--- config.mk ---
export PLATFORM = sky130hd
export DESIGN_NAME = fft_stage_sequencer
export DESIGN_NICKNAME = d
export VERILOG_FILES = /design/src/rtl/fft_pkg.sv /design/src/rtl/fft_stage_sequencer_addr_gen.sv /design/src/rtl/fft_stage_sequencer.sv
export SDC_FILE = /design/constraint.sdc
export NUM_CORES = 1
export LEC_CHECK = 0
export BUFFER_PORTS_ARGS = -buffer_cell sky130_fd_sc_hd__buf_2
export CAP_MARGIN = 0
export CORE_MARGIN = 2
export CORE_UTILIZATION = 40
export CTS_CLUSTER_SIZE = 14
export DETAILED_ROUTE_END_ITERATION = 12
export MAX_ROUTING_LAYER = met4
export PLACE_DENSITY = 0.61
export SYNTH_ARGS = -nofsm -noshare
export SYNTH_HDL_FRONTEND = slang
export SYNTH_SLANG_ARGS = --single-unit
--- constraint.sdc ---
create_clock -name clk -period 6.1 [get_ports clk]
set_input_delay 0 -clock clk [delete_from_list [all_inputs] [get_ports clk]]
set_output_delay 0 -clock clk [all_outputs]
set_load 0.1 [all_outputs]
--- src/rtl/fft_pkg.sv ---
// Shared types and helpers for the FFT stage sequencer.
// FSM encodings, beat bundle and bit-reversal helper.
package fft_pkg;

    localparam int unsigned FFT_LOG2N = 6;
    localparam int unsigned FFT_N     = 1 << FFT_LOG2N;

    localparam logic [2:0] ST_IDLE   = 3'd0;
    localparam logic [2:0] ST_BITREV = 3'd1;
    localparam logic [2:0] ST_STAGE  = 3'd2;
    localparam logic [2:0] ST_DRAIN  = 3'd3;
    localparam logic [2:0] ST_DONE   = 3'd4;

    typedef struct packed {
        logic                   swap;
        logic [FFT_LOG2N-1:0]   addr_a;
        logic [FFT_LOG2N-1:0]   addr_b;
        logic [FFT_LOG2N-2:0]   tw_idx;
        logic [2:0]             stage;
    } beat_t;

    function automatic logic [FFT_LOG2N-1:0] bitrev(
        input logic [FFT_LOG2N-1:0] v
    );
        logic [FFT_LOG2N-1:0] r;
        for (int j = 0; j < FFT_LOG2N; j++) begin
            r[j] = v[FFT_LOG2N-1-j];
        end
        return r;
    endfunction

endpackage

--- src/rtl/fft_stage_sequencer_addr_gen.sv ---
// Combinational butterfly address generator: (k, s) -> operand
// addresses and twiddle index for an in-place radix-2 DIT FFT.
module fft_addr_gen #(
    parameter int unsigned LOG2N = 6
) (
    input  logic [LOG2N-2:0] k_i,
    input  logic [2:0]       s_i,
    output logic [LOG2N-1:0] addr_a_o,
    output logic [LOG2N-1:0] addr_b_o,
    output logic [LOG2N-2:0] tw_idx_o
);

    logic [LOG2N-1:0] half;
    logic [LOG2N-2:0] mask;
    logic [LOG2N-2:0] pos;
    logic [LOG2N-2:0] grp;

    always_comb begin
        half     = {{(LOG2N-1){1'b0}}, 1'b1} << s_i;
        mask     = ~({(LOG2N-1){1'b1}} << s_i);
        pos      = k_i & mask;
        grp      = k_i >> s_i;
        addr_a_o = ({1'b0, grp} << (s_i + 3'd1)) | {1'b0, pos};
        // bit s of addr_a is always clear, so the add never carries
        addr_b_o = addr_a_o + half;
        tw_idx_o = pos << (3'(LOG2N - 1) - s_i);
    end

endmodule

--- src/rtl/fft_stage_sequencer.sv ---
// Radix-2 DIT FFT command sequencer with inter-stage drain gaps.
// Define FFT_SEQ_BITREV_EN to add the bit-reverse swap pass.
module fft_stage_sequencer
    import fft_pkg::*;
#(
    parameter int unsigned PIPE_LAT = 3
) (
    input  logic                 clk,
    input  logic                 rst,
    input  logic                 start,
    input  logic                 abort,
    output logic                 busy,
    output logic                 done,
    output logic                 cmd_valid,
    input  logic                 cmd_ready,
    output logic                 cmd_swap,
    output logic [FFT_LOG2N-1:0] addr_a,
    output logic [FFT_LOG2N-1:0] addr_b,
    output logic [FFT_LOG2N-2:0] tw_idx,
    output logic [2:0]           stage
);

    localparam int unsigned LOG2N = FFT_LOG2N;
    localparam int unsigned CW    = (PIPE_LAT > 1) ? $clog2(PIPE_LAT) : 1;
    localparam logic [LOG2N-2:0] KMAX = '1;
    localparam logic [CW-1:0]    CLAST = CW'(PIPE_LAT - 1);
    localparam logic [2:0]       SLAST = 3'(LOG2N - 1);

    logic [2:0]       state_q, state_d;
    logic [LOG2N-2:0] k_q, k_d;
    logic [2:0]       s_q, s_d;
    logic [CW-1:0]    cnt_q, cnt_d;
    logic             valid_q, valid_d;
    logic             busy_q, busy_d;
    logic             done_q, done_d;
    beat_t            beat_q, beat_d;
    logic             rev_pass;

`ifdef FFT_SEQ_BITREV_EN
    logic [LOG2N:0]   i_q, i_d;
    logic             rev_q, rev_d;
    logic [LOG2N-1:0] rv;

    assign rev_pass = rev_q;
    assign rv       = bitrev(i_q[LOG2N-1:0]);
`else
    assign rev_pass = 1'b0;
`endif

    logic [LOG2N-2:0] k_sel;
    logic [2:0]       s_sel;
    logic [LOG2N-1:0] ga;
    logic [LOG2N-1:0] gb;
    logic [LOG2N-2:0] gt;

    fft_addr_gen #(
        .LOG2N(LOG2N)
    ) u_gen (
        .k_i     (k_sel),
        .s_i     (s_sel),
        .addr_a_o(ga),
        .addr_b_o(gb),
        .tw_idx_o(gt)
    );

    always_comb begin
        k_sel = k_q;
        s_sel = s_q;
        if (state_q == ST_DRAIN) begin
            k_sel = '0;
            s_sel = rev_pass ? 3'd0 : s_q + 3'd1;
        end else if (state_q == ST_STAGE && valid_q) begin
            k_sel = k_q + 1'b1;
        end
    end

    always_comb begin
        state_d = state_q;
        k_d     = k_q;
        s_d     = s_q;
        cnt_d   = cnt_q;
        valid_d = valid_q;
        busy_d  = busy_q;
        done_d  = 1'b0;
        beat_d  = beat_q;
`ifdef FFT_SEQ_BITREV_EN
        i_d     = i_q;
        rev_d   = rev_q;
`endif
        unique case (state_q)
            ST_IDLE: begin
                if (start) begin
                    busy_d = 1'b1;
                    k_d    = '0;
                    s_d    = '0;
`ifdef FFT_SEQ_BITREV_EN
                    state_d = ST_BITREV;
                    i_d     = '0;
                    rev_d   = 1'b1;
`else
                    state_d = ST_STAGE;
`endif
                end
            end
`ifdef FFT_SEQ_BITREV_EN
            ST_BITREV: begin
                if (!valid_q || cmd_ready) begin
                    if (i_q[LOG2N]) begin
                        valid_d = 1'b0;
                        cnt_d   = '0;
                        state_d = ST_DRAIN;
                    end else begin
                        i_d     = i_q + 1'b1;
                        valid_d = (rv > i_q[LOG2N-1:0]);
                        beat_d  = '{swap: 1'b1, addr_a: i_q[LOG2N-1:0],
                                    addr_b: rv, tw_idx: '0, stage: '0};
                    end
                end
            end
`endif
            ST_STAGE: begin
                if (!valid_q || (cmd_ready && k_q != KMAX)) begin
                    valid_d = 1'b1;
                    k_d     = k_sel;
                    beat_d  = '{swap: 1'b0, addr_a: ga, addr_b: gb,
                                tw_idx: gt, stage: s_sel};
                end else if (cmd_ready) begin
                    valid_d = 1'b0;
                    cnt_d   = '0;
                    state_d = ST_DRAIN;
                end
            end
            ST_DRAIN: begin
                if (cnt_q != CLAST) begin
                    cnt_d = cnt_q + 1'b1;
                end else if (!rev_pass && s_q == SLAST) begin
                    state_d = ST_DONE;
                    done_d  = 1'b1;
                    busy_d  = 1'b0;
                end else begin
                    // first beat of the next stage issues on the gap's last edge
                    state_d = ST_STAGE;
                    s_d     = s_sel;
                    k_d     = '0;
                    valid_d = 1'b1;
                    beat_d  = '{swap: 1'b0, addr_a: ga, addr_b: gb,
                                tw_idx: gt, stage: s_sel};
`ifdef FFT_SEQ_BITREV_EN
                    rev_d   = 1'b0;
`endif
                end
            end
            ST_DONE: begin
                state_d = ST_IDLE;
            end
            default: begin
                state_d = ST_IDLE;
                valid_d = 1'b0;
                busy_d  = 1'b0;
            end
        endcase
        if (abort) begin
            state_d = ST_IDLE;
            valid_d = 1'b0;
            busy_d  = 1'b0;
            done_d  = 1'b0;
        end
    end

    always_ff @(posedge clk or posedge rst) begin
        if (rst) begin
            state_q <= ST_IDLE;
            k_q     <= '0;
            s_q     <= '0;
            cnt_q   <= '0;
            valid_q <= 1'b0;
            busy_q  <= 1'b0;
            done_q  <= 1'b0;
            beat_q  <= '0;
`ifdef FFT_SEQ_BITREV_EN
            i_q     <= '0;
            rev_q   <= 1'b0;
`endif
        end else begin
            state_q <= state_d;
            k_q     <= k_d;
            s_q     <= s_d;
            cnt_q   <= cnt_d;
            valid_q <= valid_d;
            busy_q  <= busy_d;
            done_q  <= done_d;
            beat_q  <= beat_d;
`ifdef FFT_SEQ_BITREV_EN
            i_q     <= i_d;
            rev_q   <= rev_d;
`endif
        end
    end

    assign busy      = busy_q;
    assign done      = done_q;
    assign cmd_valid = valid_q;
    assign cmd_swap  = beat_q.swap;
    assign addr_a    = beat_q.addr_a;
    assign addr_b    = beat_q.addr_b;
    assign tw_idx    = beat_q.tw_idx;
    assign stage     = beat_q.stage;

endmodule

; Word-level counts from Yosys, hierarchy flattened
; Cells that the tools add are included.
[word_totals]
inputBits = 5
wordCells = 107
output_inout_bits = 24
register_bits = 37
[op_classes]
add_sub_neg = 6
shifts = 5
bitwise_logic = 3
n_eq_ne = 22
n_reduce_logical = 17
n_mux = 42
[op_table]
columns = op, count
row1 = 21-bit two-way mux, 3
row2 = 21-bit one-hot mux with 2 select lines, 1
row3 = 3-bit two-way mux, 10
row4 = 5-bit two-way mux, 6
row5 = 4-bit AND reduction, 6
row6 = "3-bit != test, second input constant", 5
row7 = 5-bit one-hot mux with 3 select lines, 1
row8 = 1-bit two-way mux, 13
row9 = "2-bit != test, second input constant", 6
row10 = 3-bit one-hot mux with 3 select lines, 1
row11 = "2-bit by 1-bit != test with 1-bit output, second input constant", 4
row12 = "3-bit by 1-bit adder with 3-bit output, second input constant", 2
row13 = 6-bit adder, 1
row14 = "3-bit by 2-bit equality test with 1-bit output, second input constant", 2
row15 = "3-bit equality test, second input constant", 2
row16 = 2-bit two-way mux, 3
row17 = 6-bit by 5-bit OR with 6-bit output, 1
row18 = 1-bit one-hot mux with 3 select lines, 2
row19 = 3-bit one-hot mux with 2 select lines, 1
row20 = "1-bit by 3-bit << shifter with 6-bit output, first input constant", 1
row21 = 5-bit by 3-bit << shifter with 6-bit output, 1
row22 = "5-bit by 1-bit adder with 5-bit output, second input constant", 1
row23 = 5-bit AND, 1
row24 = "5-bit != test, second input constant", 1
row25 = other kinds (17), 20

; Longest topological paths before layout
[depth]
ltp_word = 11
mapped_depth = 19
depth_no_buf = 18

; By module
; From an unflattened synthesis, not the netlist that was laid out.
[unflattened]
cells_unflattened = 274
hier_area_um2 = 2718.9
[modules_own_cells]
columns = module, area_each_um2, n_inst, cells_each, seq_area_each_um2
row1 = fft_stage_sequencer, 1938.1, 1, 166, 900.9
row2 = fft_addr_gen, 780.7, 1, 108, 0.0

; Least setup slack after synthesis
; Ideal clock, no wire load.
[synth_path]
path_type = reg2reg
from = reg s_q[1]
to = reg beat_q, in the netlist addr_b[5]
required_time_ns = 5.956
path_stages_with_launch = 20
n_path_buf = 1
arrival_time_ns = 3.630
synth_period_minus_slack_ns = 3.773
path_slack_ns = 2.327
setup_ns = 0.144
path_cell_list = dfrtp_1 -> inv_1 -> ha_1 -> and4bb_1 -> a21o_1 -> buf_6 -> ha_1 -> nor2_1 -> nand2_1 -> or3b_1 -> nand3_1 -> a21o_1 -> ha_1 -> a21o_1 -> a21oi_1 -> o21bai_1 -> a21oi_1 -> xnor2_1 -> and3_1 -> o31ai_2
[synth_via]
elab_chain_cells = 10
elab_cells_between_ends = 18
classes_between = 3 x add/sub / 2 x eq/ne / 4 x shift / 5 x mux / 3 x bitwise / 1 x reduce/logical
[synth_lines]
columns = element, line
row1 = start: declaration, fft_stage_sequencer.sv:31  ; logic [2:0] s_q, s_d;
row2 = start signal: assignment, fft_stage_sequencer.sv:174  ; s_q <= '0;
row3 = start signal: assignment, fft_stage_sequencer.sv:187  ; s_q <= s_d;
row4 = branches (longest 10 deep; another with 6-bit adder), n/a
row5 = end signal: assignment, fft_stage_sequencer.sv:192  ; beat_q <= beat_d;
row6 = end: declaration, fft_stage_sequencer.sv:36  ; beat_t beat_q, beat_d;
; Parallel ways; which one is timed is not known. The select of a mux whose other input is x is not followed.
; A chain may end at the register's enable or synchronous reset.

; Worst setup path after layout
[layout_path]
from = reg state_q[0]
to = reg beat_q, in the netlist addr_b[5]
[layout_via]
elab_chain_cells = 11
elab_cells_between_ends = 24
classes_between = 2 x add/sub / 5 x eq/ne / 4 x shift / 7 x mux / 3 x bitwise / 3 x reduce/logical
[layout_lines]
columns = element, line
row1 = start: declaration, fft_stage_sequencer.sv:29  ; logic [2:0] state_q, state_d;
row2 = start signal: assignment, fft_stage_sequencer.sv:185  ; state_q <= state_d;
row3 = 3-bit by 2-bit equality test with 1-bit output, "fft_stage_sequencer.sv:72, fft_stage_sequencer.sv:90"
row4 = 1-bit logical AND, fft_stage_sequencer.sv:72  ; end else if (state_q == ST_STAGE && valid_q) begin
row5 = 5-bit two-way mux, fft_stage_sequencer.sv:72
row6 = 5-bit two-way mux, fft_stage_sequencer.sv:69  ; if (state_q == ST_DRAIN) begin
row7 = 5-bit by 3-bit >> shifter with 5-bit output, fft_stage_sequencer_addr_gen.sv:22  ; grp = k_i >> s_i;
row8 = 5-bit by 3-bit << shifter with 6-bit output, fft_stage_sequencer_addr_gen.sv:23  ; addr_a_o = ({1'b0, grp} << (s_i + 3'd1)) | {1'b0, pos};
row9 = 6-bit by 5-bit OR with 6-bit output, fft_stage_sequencer_addr_gen.sv:23
row10 = 6-bit adder, fft_stage_sequencer_addr_gen.sv:25  ; addr_b_o = addr_a_o + half;
row11 = 21-bit two-way mux, fft_stage_sequencer.sv:136  ; end else if (!rev_pass && s_q == SLAST) begin
row12 = 21-bit two-way mux, fft_stage_sequencer.sv:134  ; if (cnt_q != CLAST) begin
row13 = 21-bit one-hot mux with 2 select lines, fft_stage_sequencer.sv:90  ; unique case (state_q)
; Parallel ways exist; a longest one is shown, timed or not. The select of a mux whose other input is x is not followed.

==> impl_metrics.env <==
export IMPL_grt_pass1_wl_um=10160
export IMPL_drt_initial_drc_count=116
export IMPL_grt_remaining_overflow=0
export IMPL_drt_vias_per_instance=5.415
export IMPL_antenna_found_initial=0
export IMPL_whs_ns=0.1264
export IMPL_power_per_cell_area_nw_per_um2=250.0
export IMPL_required_ns=6.29
export IMPL_multi_input_area_sq_um=1501
export IMPL_insertion_delay_ns=0.29
export IMPL_fin_util=0.4543
export IMPL_holdCritPathClass="in2reg"
export IMPL_clk_pin_slew_ns=0.07
export IMPL_route_detailed_drc=0
export IMPL_fin_crit_sh=0.7701
export IMPL_path_class="reg2reg"
export IMPL_crit_family="simple AND/OR/NAND/NOR gates"
export IMPL_max_freq_mhz=212.9
export IMPL_wirelength_um=5855
export IMPL_place_ws_ns=1.440
export IMPL_crit_slowest_cell="dfrtp_1"
export IMPL_peakVddDrop_v=0.0001679
export IMPL_grt_pass1_vias=2031
export IMPL_cts_buffers=5
export IMPL_fin_ws_ns=1.402
export IMPL_cts_tree="built"
export IMPL_p_leak_nw=1.430
export IMPL_chipHeight_um=83.75
export IMPL_slew_viol_final=0
export IMPL_synth_edff_count=0
export IMPL_dieArea_sq_um=7013
export IMPL_drive_gt1_frac=0.1597
export IMPL_die_w_um=83.75
export IMPL_yosys_top_cells_area="dfrtp_1 35%, ha_1 8.9%, nand2_1 5.0%"
export IMPL_critPathMaxFanout=21
export IMPL_coreArea_sq_um=6241
export IMPL_crit_buf_inv=2
export IMPL_cts_buffer_depth=2
export IMPL_async_flop_share=1.000
export IMPL_yosysTopAreaCellShare=0.3542
export IMPL_yosys_area_top_type="dfrtp_1"
export IMPL_cts_root_buf="clkbuf_8"
export IMPL_wire_per_inst_um=15.01
export IMPL_arrival_ns=4.89
export IMPL_skew_ns=0.01165
export IMPL_grt_max_degree=37
export IMPL_fill_cells=626
export IMPL_ys_seq_area_frac=0.3542
export IMPL_crit_path_start_kind="register"
export IMPL_max_slew_margin=0.3179
export IMPL_yosys_most_used_dff="dfrtp_1"
export IMPL_cpMostUsedCell="ha_1"
export IMPL_grtUsageTotal=0.1842
export IMPL_vias=2112
export IMPL_area_growth_pct=11.46
export IMPL_crit_chain="nand3b_4 -> inv_1 -> ha_1 -> inv_1 -> ha_1 -> nor2_1 -> nand2_1 -> or3b_1 -> nand3_1 -> a21o_1 -> ha_1 -> a21o_1 -> a21oi_1 -> o21bai_1 -> a21oi_1 -> xnor2_1 -> and3_1 -> o31ai_2"
export IMPL_ys_ff_latch=36
export IMPL_finalCriticalPeriod_ns=4.698
export IMPL_max_cap_viol_count=0
export IMPL_initial_core_util=0.4076
export IMPL_num_nets_final=336
export IMPL_cp_slowest_stage_delay_ns=0.82
export IMPL_worstMarginPinSlew_ns=1.018
export IMPL_final_area_sq_um=2835
export IMPL_regArea_sq_um=900.9
export IMPL_synth_fp_nets=312
export IMPL_gp_congestion=0.9084
export IMPL_syn_instance_count=288
export IMPL_synth_cell_types=55
export IMPL_post_cts_resized=0
export IMPL_ant_nets=0
export IMPL_endpoint_kind="register"
export IMPL_rsz0062_at_grt="false"
export IMPL_clock_sinks=36
export IMPL_netlist_area_sq_um=2544
export IMPL_hpwlAfterDp_um=4215
export IMPL_first_pass_iters=7
export IMPL_rows=29
export IMPL_setup_viol=0
export IMPL_io_pins=29
export IMPL_fin_setup_tns_ns=0
export IMPL_outcome="completed"
export IMPL_dpl_cell_area_sq_um=2708
export IMPL_portBuffers=27
export IMPL_num_antenna_cells=0
export IMPL_hold_viol_final=0
export IMPL_htreeDepth=2
export IMPL_syn_mean_instance_area_sq_um=8.832
export IMPL_yosysWarnings=0
-- timing repair --
action	in CTS	in global routing
buffers inserted	0	0
hold endpoints to repair	42	0
hold buffers	2	0
-- report_power, final --
group	switching (W)	internal, W	leakage, nW
clock network	0.0000890	0.000121	0.0552
registers	0.0000160	0.000258	0.484
logic	0.000176	0.0000485	0.891
total	0.000281	0.000427	1.43
-- logic make-up after synthesis --
logic type	count (synthesis)	synth area share
multiplexers	8	0.03345
AND/OR/NAND/NOR	108	0.2199
flip-flops	36	0.3542
buffers and inverters	28	0.05558
AO/OA/AOI/OAI	83	0.2189
XOR/XNOR	5	0.02017
adder cells (fa/ha/maj)	19	0.09641
other	1	0.001474
-- cells in the mapped netlist, types with 6 or more instances --
| cell type | count |
|---|---|
| dfrtp_1 | 36 |
| nand2_1 | 34 |
| nor2_1 | 28 |
| ha_1 | 18 |
| a21oi_1 | 16 |
| o21ai_0 | 15 |
| inv_1 | 12 |
| nand3_1 | 12 |
| a22o_1 | 10 |
| a21o_1 | 8 |
| clkbuf_1 | 7 |
| and2_1 | 6 |
| o21ai_1 | 6 |
-- cell usage in the layout, fill, tap and decap left out, types with 5 or more instances in the layout --
cell / instances
dfrtp_1: 36
nand2_1: 34
nor2_1: 28
buf_2: 27
ha_1: 18
a21oi_1: 16
o21ai_0: 15
inv_1: 12
nand3_1: 12
a22o_1: 10
a21o_1: 8
and2_1: 6
o21ai_1: 6
a31oi_1: 5
and3_1: 5
clkbuf_8: 5
-- path summary, 6_finish.rpt --
| path | from | end | depth (start not counted) | slack (ns) |
|---|---|---|---|---|
| max | state_q[0] | addr_b[5] | 18 | 1.40 |
| min | start | state_q[1] | 5 | 0.13 |
| max reg2reg | state_q[0] | addr_b[5] | 18 | 1.40 |
| min reg2reg | addr_b[0] | addr_b[0] | 2 | 0.47 |
| max in group asynchronous | rst | cnt_q[1] | 4 | 5.41 |
| min in group asynchronous | rst | tw_idx[3] | 4 | 0.35 |
-- registers in the layout, summed over array words and instances, names as in the netlist --
register and count:
busy 1, k_q 5, addr_b 6, cmd_valid 1
tw_idx 5, state_q 3, cnt_q 2, addr_a 6
done 1, s_q 3, stage 3
-- final cells by class --
cell class	count	share of cell area
multi-input combinational	224	0.5296
clock buffer	6	0.02560
timing repair buffer	32	0.06267
clock inverter	2	0.01236
tap	77	0.03398
sequential	36	0.3177
inverter	13	0.01809
-- worst reg2reg max path, delay by kind of cell (launching register included) --
kind                       cells  cell delay, ns
AOI/OAI and AO/OA              6            1.03
xor gates and xnor gates       1            0.09
adders and majority gates      3            1.06
buffers and inverters          2            0.34
DFF                            1            0.82
and+or+nand+nor                6            1.24
-- per-stage QoR --
step	cells	power [W]
after floorplan	288	0.0004644
after global placement	380	0.0005023
after detailed placement	380	0.0005031
after CTS	390	0.0007155
after global routing	390	0.0007414
final	390	0.0007089
-- routing by layer --
metal	up-vias	part of all wire	track usage
li1	1075	-	-
met3	8	0.033	0.02473
met5	-	0	-
met4	0	0.016	0.06745
met2	43	0.43	0.2691
met1	986	0.52	0.2621
(Power assumes the default switching activity.)
